$ cat config.mk
export PLATFORM = sky130hd
export DESIGN_NAME = pipe_ctrl
export DESIGN_NICKNAME = d
export VERILOG_FILES = /design/src/rtl/pipe_ctrl.sv
export SDC_FILE = /design/constraint.sdc
export NUM_CORES = 1
export LEC_CHECK = 0
export ABC_AREA = 1
export BUFFER_PORTS_ARGS = -buffer_cell sky130_fd_sc_hd__buf_4
export CORE_MARGIN = 2
export CORE_UTILIZATION = 25
export CTS_CLUSTER_SIZE = 14
export DETAILED_ROUTE_END_ITERATION = 16
export HOLD_SLACK_MARGIN = 0.15
export PLACE_DENSITY = 0.45
export SLEW_MARGIN = 20
export SYNTH_ARGS = -nofsm -noshare
export SYNTH_HDL_FRONTEND = slang
export SYNTH_SLANG_ARGS = --single-unit
$ cat constraint.sdc
create_clock -name clk -period 2 [get_ports clk]
set_input_delay 0.3 -clock clk [delete_from_list [all_inputs] [get_ports clk]]
set_output_delay 0.3 -clock clk [all_outputs]
set_load 0.1 [all_outputs]
$ cat src/rtl/pipe_ctrl.sv
// Pipeline sequencer: hold/flush arbitration, redirect and wrong-path
// squash FSM for the 5-stage core, plus stall/redirect counters.
module pipe_ctrl #(
   parameter int ADDR_W       = 32,
   parameter int FLUSH_CYCLES = 2,
   parameter int CNT_W        = 32
) (
   input  logic              clk,
   input  logic              rst_n,
   input  logic [4:0]        id_rs1_addr_i,
   input  logic [4:0]        id_rs2_addr_i,
   input  logic              id_rs1_used_i,
   input  logic              id_rs2_used_i,
   input  logic [4:0]        ex_rd_addr_i,
   input  logic              ex_is_load_i,
   input  logic              ex_jump_en_i,
   input  logic [ADDR_W-1:0] ex_jump_addr_i,
   input  logic              ex_busy_i,
   input  logic              mem_stall_i,
   output logic              pc_hold_o,
   output logic              if_id_hold_o,
   output logic              if_id_flush_o,
   output logic              id_ex_hold_o,
   output logic              id_ex_flush_o,
   output logic              pc_jump_en_o,
   output logic [ADDR_W-1:0] pc_jump_addr_o,
   output logic [1:0]        state_o,
   output logic [CNT_W-1:0]  stall_cnt_o,
   output logic [CNT_W-1:0]  redir_cnt_o
);

   localparam int FW = $clog2(FLUSH_CYCLES) + 1;
   localparam bit MULTI = (FLUSH_CYCLES > 1);
   localparam logic [FW-1:0] FLOAD = FW'(FLUSH_CYCLES - 1);
   localparam logic [FW-1:0] FONE = FW'(1);

   typedef enum logic [1:0] {
      RUN   = 2'd0,
      BUSY  = 2'd1,
      FLUSH = 2'd2
   } state_t;

   state_t state, state_nx;
   logic [FW-1:0] fcnt, fcnt_nx;
   logic [CNT_W-1:0] stall_cnt, redir_cnt;

   logic rs1_hit, rs2_hit, lu;
   logic sel_stall, sel_busy, sel_jump, sel_lu;

   assign rs1_hit = id_rs1_used_i && (id_rs1_addr_i == ex_rd_addr_i);
   assign rs2_hit = id_rs2_used_i && (id_rs2_addr_i == ex_rd_addr_i);
   assign lu = ex_is_load_i && (ex_rd_addr_i != 5'd0)
             && (rs1_hit || rs2_hit);

   // One-hot priority selects so the decode below can be a unique case.
   assign sel_stall = mem_stall_i;
   assign sel_busy  = !mem_stall_i && ex_busy_i;
   assign sel_jump  = !mem_stall_i && !ex_busy_i && ex_jump_en_i;
   assign sel_lu    = !mem_stall_i && !ex_busy_i
                    && !ex_jump_en_i && lu;

   always_comb begin
      pc_hold_o      = 1'b0;
      if_id_hold_o   = 1'b0;
      if_id_flush_o  = 1'b0;
      id_ex_hold_o   = 1'b0;
      id_ex_flush_o  = 1'b0;
      pc_jump_en_o   = 1'b0;
      pc_jump_addr_o = '0;
      state_nx       = state;
      fcnt_nx        = fcnt;

      unique case (state)
         RUN, BUSY: begin
            unique case (1'b1)
               sel_stall: begin
                  pc_hold_o    = 1'b1;
                  if_id_hold_o = 1'b1;
                  id_ex_hold_o = 1'b1;
               end
               sel_busy: begin
                  pc_hold_o    = 1'b1;
                  if_id_hold_o = 1'b1;
                  id_ex_hold_o = 1'b1;
                  state_nx     = BUSY;
               end
               sel_jump: begin
                  pc_jump_en_o   = 1'b1;
                  pc_jump_addr_o = ex_jump_addr_i;
                  if_id_flush_o  = 1'b1;
                  id_ex_flush_o  = 1'b1;
                  if (MULTI) begin
                     state_nx = FLUSH;
                     fcnt_nx  = FLOAD;
                  end else begin
                     state_nx = RUN;
                  end
               end
               sel_lu: begin
                  pc_hold_o     = 1'b1;
                  if_id_hold_o  = 1'b1;
                  id_ex_flush_o = 1'b1;
                  state_nx      = RUN;
               end
               default: state_nx = RUN;
            endcase
         end
         FLUSH: begin
            if (mem_stall_i) begin
               pc_hold_o    = 1'b1;
               if_id_hold_o = 1'b1;
               id_ex_hold_o = 1'b1;
            end else begin
               if_id_flush_o = 1'b1;
               id_ex_flush_o = 1'b1;
               if (fcnt <= FONE) begin
                  state_nx = RUN;
                  fcnt_nx  = '0;
               end else begin
                  fcnt_nx = fcnt - FONE;
               end
            end
         end
         default: begin
            state_nx = RUN;
            fcnt_nx  = '0;
         end
      endcase
   end

   always_ff @(posedge clk or negedge rst_n) begin
      if (!rst_n) begin
         state     <= RUN;
         fcnt      <= '0;
         stall_cnt <= '0;
         redir_cnt <= '0;
      end else begin
         state     <= state_nx;
         fcnt      <= fcnt_nx;
         stall_cnt <= stall_cnt + CNT_W'(pc_hold_o);
         redir_cnt <= redir_cnt + CNT_W'(pc_jump_en_o);
      end
   end

   assign state_o     = state;
   assign stall_cnt_o = stall_cnt;
   assign redir_cnt_o = redir_cnt;

endmodule

==> results of run 1 <==
## worst max-delay path by stage
stage | startpoint | endpoint
floorplan | state_o[1] | redir_cnt_o[16]
CTS | state_o[1] | pc_jump_addr_o[1]
global route | state_o[1] | id_ex_flush_o
global placement | mem_stall_i | stall_cnt_o[24]
finish | state_o[1] | id_ex_flush_o
detailed placement | mem_stall_i | redir_cnt_o[18]
## sequential cells by signal, indices dropped and copies added (netlist names)
register     count
state_o          2
stall_cnt_o     32
fcnt             2
redir_cnt_o     32
## cells by family after synthesis
kind of cell	count (synthesis)	share of synthesized area (%)
xor gates and xnor gates	32	6.80
DFF	68	41.3
AOI/OAI and AO/OA	7	0.972
buffers and inverters	75	7.01
adders and majority gates	4	1.21
and+or+nand+nor	407	42.7
## final cells by class
type                    instances  area [um^2]
clock buffers                  11          253
inverters                      71          290
fillers                      1616         8810
repair buffers                208         1990
flip-flops and latches         68         1710
clock inverters                 5          106
multi-input cells             450         2560
well taps                     216          270
## worst register-to-register path: cells and delay by family, from the launching register on
kind / cells / cell delay (ns)
buffers and inverters: 4 / 0.31
adders and majority gates: 2 / 0.28
xor gates and xnor gates: 1 / 0.20
and+or+nand+nor: 7 / 0.65
DFF: 1 / 0.43
## repair_timing
action / in CTS / in global routing
gates cloned: 1 / 0
setup endpoints to repair: 35 / 38
hold buffers: 1 / 0
hold endpoints to repair: 26 / 0
setup buffers: 4 / 9
pin swaps: 8 / 7
resized for setup: 98 / 9
## stage by stage
step           TNS [ns]  std cells
2_1_floorplan    -18.06        593
3_3_place_gp     -0.285        998
3_5_place_dp     -0.465        998
4_1_cts         -0.0306       1020
5_1_grt          -0.398       1029
6_report              0       1029
## layer usage
metal | share of wire [%] | routed length (um)
met4 | 2.5 | 333
met5 | 0 | 0
met3 | 4.2 | 567
met1 | 43 | 5780
met2 | 50 | 6790
## power groups by stage
stage          clock (W)  combinational [W]  sequential [W]
3_3_place_gp           0            0.00196         0.00172
4_1_cts          0.00200            0.00206         0.00170
5_1_grt          0.00204            0.00220         0.00172
6_report         0.00193            0.00211         0.00169
3_5_place_dp           0            0.00197         0.00172
2_1_floorplan          0           0.000622         0.00250
## cells in the final DEF, fill, tap and decap left out, types with 2 or more instances in the layout
| cell type | synthesis | layout |
|---|---|---|
| clkinvlp_4 | 0 | 2 |
| o21ai_1 | 2 | 2 |
| buf_6 | 0 | 4 |
| ha_4 | 0 | 4 |
| nand3_4 | 2 | 3 |
| nor2_4 | 5 | 39 |
| inv_1 | 68 | 55 |
| bufinv_16 | 0 | 3 |
| inv_2 | 3 | 9 |
| nand3_1 | 11 | 11 |
| nand3b_1 | 26 | 26 |
| buf_4 | 1 | 170 |
| nor2_1 | 126 | 88 |
| inv_6 | 0 | 2 |
| nor2_2 | 9 | 13 |
| dfrtp_1 | 68 | 66 |
| inv_4 | 0 | 4 |
| clkbuf_16 | 0 | 9 |
| nand2_2 | 5 | 6 |
| nand2_8 | 0 | 3 |
| nand2_4 | 0 | 6 |
| xnor2_1 | 11 | 11 |
| buf_12 | 0 | 31 |
| nand2_1 | 216 | 206 |
| clkbuf_8 | 0 | 2 |
| xor2_1 | 21 | 21 |
| nand4_1 | 3 | 3 |
==> results.md, run 1 <==
- Detailed routing inserted a total of 4382 vias.
- In this run the static leakage power is 3.49 nW.
- The die covers 0.0175 mm^2.
- The final hold violation count is 0.
- After detailed routing, the total wire length is 13.5 mm.
- The cell class contributing the biggest share of worst-path delay is buffers and inverters.
- The longest clock path from root to sink contains 2 buffers.
- The first global-routing pass estimated 22.1 mm of wire.
- For the pin with the worst max-slew slack, the measured transition is 0.401 ns.
- The placed standard-cell area is 0.00627 mm^2.
- The async set-reset flop share out of synthesis is 100%.
- The count of max-cap constraint violations is 0.
- The x dimension of the die is 132 um.
- The register bit total from synthesis is 68.
- The endpoint arrival time on the critical path is 1.68 ns.
- Once layout is done, the placed cells without fillers occupy 0.00719 mm^2.
- Compared with the post-synthesis result, the final layout area differs by 74.4%.
- Measured on the finished design, the core utilization comes to 44.9%.
- The deepest level of the CTS H-tree is 3.
- STA classifies the critical path startpoint as a flip-flop.
- Summing every instance area after synthesis gives 0.00412 mm^2.
- The distinct cell type count after synthesis is 25.
- Among all cell types in the netlist, the one instantiated most often is nand2_1.
- On the worst path, the slowest cell contributes a delay of 0.43 ns.
- The kind of capture point of the worst setup path is a primary output.
- Ranked by total cell area, the synthesized netlist is headed by dfrtp_1, nand2_1, nor2_1.
- Once routing completed, OpenROAD measured the worst setup slack at 0.0245 ns.
- Setup repair after global routing could not meet its margin everywhere.
- 0 antenna diodes ended up in the layout.
- After clock tree synthesis, the clock-pin slew on the worst setup and hold paths is 0.05 ns.
- The run finished with clean final reports.
- CTS placed an instance of clkbuf_16 at the clock tree root.
- The smallest hold slack is 0.293 ns.
- Counting flops with a built-in enable in the synthesized netlist gives 0.
- The classification of the worst-slack hold path is in2reg.
- The met2 demand-to-capacity share in global routing is 27.1%.
- The startpoint identified for the worst register-to-register timing path is state_o[1].
- The share of cells above drive strength 1 is 39.1%.
- The maximum fanout along the worst path is 4.
- The area share of the leading cell type in the synthesized netlist is 41.3%.
- The detailed-routing iteration count for the pre-antenna-repair pass is 6.
- Based on the critical path, the design can be clocked at up to 0.506 GHz.
- The met3 demand-to-capacity share in global routing is 3.61%.
- The share of total power consumed by net switching is 40.5%.
- The worst register-to-register path ends at stall_cnt_o[14].
- The number of pins with negative max-slew slack in the final report was 0.
- The core outline area is 0.0160 mm^2.
- The met1 routing resource usage after global routing is 19.1%.
- The worst reg-to-reg setup slack is 0.05 ns.
- The category of the critical setup timing path is reg2out.
- Counting instances in the post-synthesis netlist gives the leading cell types as nand2_1, nor2_1, dfrtp_1, inv_1, nand3b_1.
- The share of total power dissipated in sequential elements is 29.6%.
- The number of nets at the end of the flow is 867.
- The number of buffers created by CTS is 9.
- The cell depth of the worst hold path is 3.
- The wire length per cell after detailed routing is 13.1 um.
- After layout, the worst path uses 98.8% of the clock period.
- The internal power is 0.00341 W.
- The largest area contributor in the synthesized netlist is dfrtp_1.
- At the end of routability-driven placement, the weighted congestion stood at 0.869.
- The data required time at the worst endpoint is 1.70 ns.
- For this configuration, the core starts out at a cell density of 25.8%.
- The total of warnings raised by yosys is 0.
- The busiest layer in global routing is met2.
- Across the VDD grid, the largest voltage drop is 0.933 mV.
- The count of buffers from port buffering is 158.
- The most instantiated flip-flop cell in the synthesis netlist is dfrtp_1.
- The net count after synthesis is 652.
- The remaining antenna violation count is 0.
- The number of violations reported at the end of detailed-routing iteration 0 is 164.
- The reported net switching power is 0.00232 W.
- The number of instances in the synthesized netlist is 593.
- The sequential cell area fraction in the yosys report is 41.3%.
- The total design power is 0.00573 W.
- TritonCTS built the clock tree.
- In the routed design, unresolved DRC markers number 0.
- The ratio of routed vias to standard cells is 4.26.
- 159 I/O pins were placed.
- The floorplan has 46 rows.
- Entering global routing, the biggest net connects 29 pins.
- For the worst flop-to-flop path, the logic depth is 14.
- The end point of the worst hold path is state_o[0].
- The proportion of power drawn by combinational gates is 36.7%.
- The time the final worst path needs with I/O delays and setup is 1.98 ns.
- After legalization and detailed placement, the total HPWL measured 10.7 mm.
- Global routing consumed, over all layers together, 15.8% of the routing resources.
- The clock network fraction of design power is 33.7%.
- The placement-stage worst setup slack is -0.0699 ns.
- The number of antenna violations at the first check in global routing is 0.
- Counting every sink on the clock net gives 68.
- The critical path goes through clkinv_4 -> buf_8 -> nor2_4 -> buf_6 -> inv_4 -> o21ai_4 -> inv_2 -> nand2_4 -> buf_12.
- The startpoint of the most critical hold path is mem_stall_i.
- From bottom edge to top edge, the die measures 132 um.
- The total stage count of the critical path is 9.
- The post-synthesis average cell area is 6.95 um^2.
- The total buffers and inverters traversed by the critical path is 6.
- Dividing total power by cell area gives a power density of 798 mW/mm^2.
- The normalized max-slew margin is 73.3%.
- Global routing finished with a remaining overflow of 0.
- The slowest stage of the critical path belongs to the cell dfrtp_4.
- For the final database, setup skew stands at 0.00890 ns.
- The via count of the first global-routing pass came to 4374.
- The clock network latency to the later pin of the worst-skew pair is 0.35 ns.
- The number of setup violations in the final report is 0.
No activity file was read; power rests on OpenSTA's default activity.
==> run 2: changes to the inputs <==
--- a/config.mk
+++ b/config.mk
@@ -7,12 +7,13 @@
 export LEC_CHECK = 0
 export ABC_AREA = 1
 export BUFFER_PORTS_ARGS = -buffer_cell sky130_fd_sc_hd__buf_4
+export CAP_MARGIN = 20
 export CORE_MARGIN = 2
-export CORE_UTILIZATION = 25
+export CORE_UTILIZATION = 45
 export CTS_CLUSTER_SIZE = 14
 export DETAILED_ROUTE_END_ITERATION = 16
 export HOLD_SLACK_MARGIN = 0.15
-export PLACE_DENSITY = 0.45
+export PLACE_DENSITY = 0.74
 export SLEW_MARGIN = 20
 export SYNTH_ARGS = -nofsm -noshare
 export SYNTH_HDL_FRONTEND = slang
==> results.md, run 2 (synthesis gave the netlist of run 1 again) <==
- The clock-pin slew on the worst setup and hold paths is 0.07 ns (+0.02 ns).
- The number of antenna violations at the first check in global routing came to 0 (unchanged).
- The worst reg-to-reg setup slack is 0.04 ns (about the same).
- The number of violations reported at the end of detailed-routing iteration 0 came to 151 (-7.9%).
- The clock tree root driver cell is clkbuf_8.
- The total clock sinks is 68 (unchanged).
- The aggregate global routing overflow was 0 (unchanged).
- The utilization of the core after routing is 76.8% (+32 points).
- The post-layout worst setup margin was -0.00261 ns (-0.0271 ns).
- The worst hold path belongs to the class in2reg.
- The via count of the first global-routing pass is 4681 (+7.0%).
- STA classifies the critical path endpoint as a primary output.
- The data required time at the worst endpoint came to 1.70 ns (about the same).
- The final wirelength came to 13.5 mm (about the same).
- The estimated wirelength of the detail-placed design is 9.80 mm (-8.5%).
- The clock network latency to the later pin of the worst-skew pair is 0.35 ns (about the same).
- The remaining antenna violation count was 0 (unchanged).
- The DRC violations left came to 0 (unchanged).
- The boundary pin count is 159 (unchanged).
- The total instance count after detailed placement was 883 (-12%).
- The routability-driven placement congestion ratio is 0.939 (+8.1%).
- The final hold violation count is 0 (unchanged).
- The initial standard-cell utilization of the core is 46.8% (+21 points).
- The top cell types in the final layout, fill and taps aside, are nand2_1, buf_4, nor2_1.
- Setup repair after global routing could not meet its margin everywhere.
- The sum of negative setup slack came to -0.00261 ns (-0.00261 ns).
- The maximum ir drop on the vdd rail was 0.983 mV (+5.4%).
- The deepest level of the CTS H-tree is 3 (unchanged).
- The vertical extent of the die came to 99.7 um (-25%).
- The combined global-route utilization of all metal layers is 28.0% (+12 points).
- The number of buffers created by CTS was 9 (unchanged).
- The endpoint arrival time on the critical path was 1.70 ns (+0.02 ns).
- TritonCTS built the clock tree.
- The worst setup skew after layout is 0.0139 ns (+0.00503 ns).
- The row count was 34 (-26%).
- The highest attainable clock frequency is 0.499 GHz (-1.4%).
- The slew at the pin closest to its max-slew limit is 0.504 ns (+0.103 ns).
- The final cell count without fillers is 903 (-12%).
- The detailed-routing iteration count for the pre-antenna-repair pass is 5 (-1).
- The count of buffers from port buffering is 158 (unchanged).
- The run finished, with violations left.
- The number of pins with negative max-slew slack in the final report was 0 (unchanged).
- The worst-case clock buffer depth is 2 (unchanged).
- The wire length per cell after detailed routing is 14.9 um (+14%).
- The core outline area is 0.00881 mm^2 (-45%).
- The maximum number of pins on one net before global-route repair is 38 (+31%).
- The number of setup violations in the final report came to 1 (+1).
- The total inserted antenna cells is 0 (unchanged).
- The most common library cell in the layout ignoring fill and taps is nand2_1.
- The worst setup path is of the reg2out kind.
- The total design power is 0.00496 W (-14%).
- The maximum fanout along the worst path is 8 (+4).
- The x dimension of the die is 99.7 um (-25%).
- The finished layout cell area is 0.00676 mm^2 (-5.9%).
- Relative to the synthesized area, the layout overhead comes to 64.1%.
- The global-route wire length before repair is 21.9 mm (-0.81%).
- The placed standard-cell area is 0.00608 mm^2 (-3.0%).
- The count of max-cap constraint violations was 0 (unchanged).
- The checks that failed: negative setup slack.
- The normalized max-slew margin was 66.4% (-6.9 points).
- The leakage dissipation is 3.32 nW (-4.8%).
- The number of nets at the end of the flow is 849 (-2.1%).
- The time the final worst path needs with I/O delays and setup was 2.00 ns (+0.0271 ns).
- The detailed-route via count is 4474 (+2.1%).
- The ratio of routed vias to standard cells was 4.95 (+16%).
- STA classifies the critical path startpoint as a flip-flop.
- The period utilization came to 100% (+1.4 points).
- The full die area is 0.00994 mm^2 (-43%).
- The power per unit of standard cell area is 733 mW/mm^2 (-8.1%).
- The share of cells above drive strength 1 is 37.7% (-1.4 points).
[run 2: layout make-up]
class	count	area, um^2
multi-input combinational	450	2560
fill	612	2050
timing repair buffer	190	1860
sequential	68	1710
inverter	71	285
clock buffer	11	151
tap	108	135
clock inverter	5	60.1
[run 2: worst max-delay path: stages, from the launching register on]
cell and delay [ns]:
dfrtp_4 0.49, clkinv_4 0.06, buf_12 0.11, nand2_8 0.06, buf_12 0.15, buf_12 0.15
nor2_4 0.14, buf_12 0.19
[run 2: path summary, 6_finish.rpt]
path                            startpoint                 end  depth (start not counted)
min in group asynchronous            rst_n      redir_cnt_o[9]                          2
min reg2reg                redir_cnt_o[31]     redir_cnt_o[31]                          2
max in group asynchronous            rst_n     redir_cnt_o[11]                          3
min                            mem_stall_i          state_o[0]                          3
max reg2reg                     state_o[1]     stall_cnt_o[30]                         16
max                             state_o[1]  pc_jump_addr_o[22]                          7
[run 2: per-layer routing]
| layer | vias up | wire [um] | GRT usage, % |
|---|---|---|---|
| li1 | 2181 | - | - |
| met1 | 2077 | 5020 | 30.3 |
| met2 | 190 | 7240 | 52.3 |
| met3 | 26 | 897 | 6.96 |
| met4 | 0 | 309 | 10.4 |
| met5 | - | 0 | 0 |
[run 2: where the power goes]
| part | total, W | internal [W] | switching [W] | leakage (nW) |
|---|---|---|---|---|
| clock network | 0.00120 | 0.000646 | 0.000554 | 0.106 |
| logic | 0.00206 | 0.000571 | 0.00149 | 2.29 |
| registers | 0.00170 | 0.00149 | 0.000204 | 0.924 |
| total | 0.00496 | 0.00271 | 0.00224 | 3.32 |
[run 2: timing repair]
action,CTS,global route
hold buffers,1,0
buffers inserted,0,1
resized for setup,90,10
pin swaps,1,7
cloned,1,1
endpoints found under the setup margin,28,45
hold endpoints to repair,36,0
[run 2: through the flow]
step | hold slack (ns) | worst slack [ns]
finish | 0.292 | -0.00261
floorplan | 0.00441 | -0.509
global route | 0.310 | -0.0660
detailed placement | 0.307 | -0.0267
global placement | 0.301 | 0.00533
CTS | 0.284 | -0.0126
==> run 3: changes to the inputs <==
--- a/config.mk
+++ b/config.mk
@@ -9,11 +9,11 @@
 export BUFFER_PORTS_ARGS = -buffer_cell sky130_fd_sc_hd__buf_4
 export CAP_MARGIN = 20
 export CORE_MARGIN = 2
-export CORE_UTILIZATION = 45
+export CORE_UTILIZATION = 50
 export CTS_CLUSTER_SIZE = 14
 export DETAILED_ROUTE_END_ITERATION = 16
 export HOLD_SLACK_MARGIN = 0.15
-export PLACE_DENSITY = 0.74
+export PLACE_DENSITY = 0.79
 export SLEW_MARGIN = 20
 export SYNTH_ARGS = -nofsm -noshare
 export SYNTH_HDL_FRONTEND = slang
==> constraint.sdc (replaced) <==
create_clock -name clk -period 2.2 [get_ports clk]
set_input_delay 0.33 -clock clk [delete_from_list [all_inputs] [get_ports clk]]
set_output_delay 0.33 -clock clk [all_outputs]
set_load 0.1 [all_outputs]
==> results.md, run 3 (synthesis gave the netlist of run 1 again) <==
- The run finished with clean final reports.
- The count of buffers from port buffering is 158 (unchanged).
- The category of the critical setup timing path is reg2out.
- The full die area came to 0.00898 mm^2 (-9.6%).
- The estimated wirelength of the detail-placed design is 9.32 mm (-4.9%).
- The number of antenna violations at the first check in global routing is 0 (unchanged).
- The maximum fanout along the worst path came to 36 (+28).
- The detailed-routing iteration count for the pre-antenna-repair pass was 5 (unchanged).
- Derived from the worst setup path, the maximum achievable clock frequency is 0.471 GHz.
- The number of pins with negative max-slew slack in the final report came to 0 (unchanged).
- The worst-case clock buffer depth is 2 (unchanged).
- The routability-driven placement congestion ratio is 0.881 (-6.2%).
- The data required time at the worst endpoint was 1.87 ns (+0.17 ns).
- The DRC violations left was 0 (unchanged).
- The most common library cell in the layout ignoring fill and taps is nand2_1.
- The global-route wire length before repair is 19.7 mm (-10%).
- The slew at the pin closest to its max-slew limit is 0.587 ns (+0.0828 ns).
- The TritonCTS clock tree is built.
- The core outline area came to 0.00809 mm^2 (-8.1%).
- The aggregate global routing overflow is 0 (unchanged).
- The tree is rooted in a clkbuf_8.
- On the critical path, the stage with the largest delay is an instance of dfrtp_4.
- The critical path startpoint category is a flip-flop.
- The number of setup violations in the final report is 0 (-1).
- The highest cell delay on the worst timing path is 0.51 ns (+0.02 ns).
- The power per unit of standard cell area is 692 mW/mm^2 (-5.6%).
- The remaining antenna violation count was 0 (unchanged).
- The leakage dissipation is 3.03 nW (-8.7%).
- The endpoint arrival time on the critical path is 1.79 ns (+0.09 ns).
- The clock network latency to the later pin of the worst-skew pair was 0.35 ns (about the same).
- The final hold violation count is 0 (unchanged).
- The vertical extent of the die is 94.8 um (-4.9%).
- The detailed-route via count is 4304 (-3.8%).
- The worst setup skew after layout is 0.0137 ns (-0.000230 ns).
- The signal on the critical path passes through inv_8 -> nand2_8 -> buf_4 -> nor2_1 -> buf_4.
- The worst hold path belongs to the class in2reg.
- The smallest clock period supported by the final layout is computed as 2.12 ns.
- The clock-pin slew on the worst setup and hold paths is 0.07 ns (about the same).
- The count of max-cap constraint violations is 0 (unchanged).
- The number of nets at the end of the flow is 826 (-2.7%).
- The boundary pin count is 159 (unchanged).
- The row count is 33 (-2.9%).
- The deepest level of the CTS H-tree came to 3 (unchanged).
- The via count of the first global-routing pass is 4385 (-6.3%).
- STA classifies the critical path endpoint as a primary output.
- In this design, the critical path's most frequently occurring cell is buf_4.
- The layout-stage area growth over the synthesis result is 43.6%.
- The smallest hold slack came to 0.299 ns (+0.00749 ns).
- The cell class contributing the biggest share of worst-path delay is buffers and inverters.
- The final wirelength is 11.7 mm (-13%).
- The combined global-route utilization of all metal layers is 27.8% (-0.15 points).
- The normalized max-slew margin is 60.9% (-5.5 points).
- The wire length per cell after detailed routing is 13.4 um (-10%).
- The total buffers and inverters traversed by the critical path was 3 (-2).
- The top cell types in the final layout, fill and taps aside, are nand2_1, buf_4, nor2_1.
- The ratio of routed vias to standard cells is 4.91 (-0.83%).
- The maximum ir drop on the vdd rail came to 1.15 mV (+17%).
- The period utilization is 96.5%.
- The maximum number of pins on one net before global-route repair is 45 (+18%).
- The total design power is 0.00410 W (-17%).
- The share of cells above drive strength 1 was 32.0% (-5.7 points).
- The total clock sinks is 68 (unchanged).
- The x dimension of the die was 94.8 um (-4.9%).
- The total inserted antenna cells is 0 (unchanged).
- The initial standard-cell utilization of the core is 50.9% (+4.1 points).
- The sum of negative setup slack is 0 ns (+0.00261 ns).
- The number of buffers created by CTS is 9 (unchanged).
- The number of violations reported at the end of detailed-routing iteration 0 was 164 (+8.6%).
## run 3: metrics by stage
stage               setup WS [ns]  cells  util [%]  area [um^2]
finish                     0.0764    876      73.1         5920
global route             -0.00472    876      73.1         5920
CTS                       0.00234    874      72.6         5880
detailed placement        0.00133    858      70.5         5700
global placement           0.0666    858      70.5         5700
floorplan                  -0.390    593         -         4360
## run 3: routing by layer
metal  track usage, %  routed length (um)
met4             12.6                 360
met2             48.7                5850
met5                0                   0
met1             33.5                4920
met3             4.55                 578
## run 3: what timing repair did
action	in CTS	in global routing
endpoints found under the setup margin	0	8
buffers inserted	0	2
hold buffers	1	0
resized for setup	0	8
hold endpoints to repair	43	0
## run 3: area by class of cell
cell class,instances,area (um^2)
sequential,68,1710
timing repair buffer,167,1280
clock buffer,9,124
clock inverter,6,42.5
multi-input combinational,450,2350
fill,668,2180
inverter,71,285
tap,105,131
## run 3: path summary, 6_finish.rpt
check                                endpoint       startpoint  slack, ns  depth (start not counted)
max                        pc_jump_addr_o[15]       state_o[1]       0.08                          5
min                                state_o[0]      mem_stall_i       0.30                          3
max reg2reg                   stall_cnt_o[30]       state_o[1]       0.16                         14
min reg2reg                   stall_cnt_o[31]  stall_cnt_o[31]       0.50                          2
max in group asynchronous      stall_cnt_o[9]            rst_n       1.12                          3
min in group asynchronous      redir_cnt_o[6]            rst_n       0.53                          2
## run 3: worst register-to-register path, cell delays in order (launching register included)
cell and delay (ns):
dfrtp_4 0.51, inv_8 0.09, nand4_1 0.11, a21oi_2 0.13, nand2_2 0.10, nand2_8 0.09, ha_4 0.16, ha_4 0.16
nand3_4 0.11, nor2_4 0.15, inv_2 0.06, nor2_4 0.10, nand2_1 0.07, nand2_1 0.06, nand2_1 0.05
## run 3: where the power goes
| part | switching [W] | internal [W] |
|---|---|---|
| logic | 0.00126 | 0.000390 |
| clock network | 0.000503 | 0.000402 |
| registers | 0.000184 | 0.00136 |
| total | 0.00195 | 0.00215 |
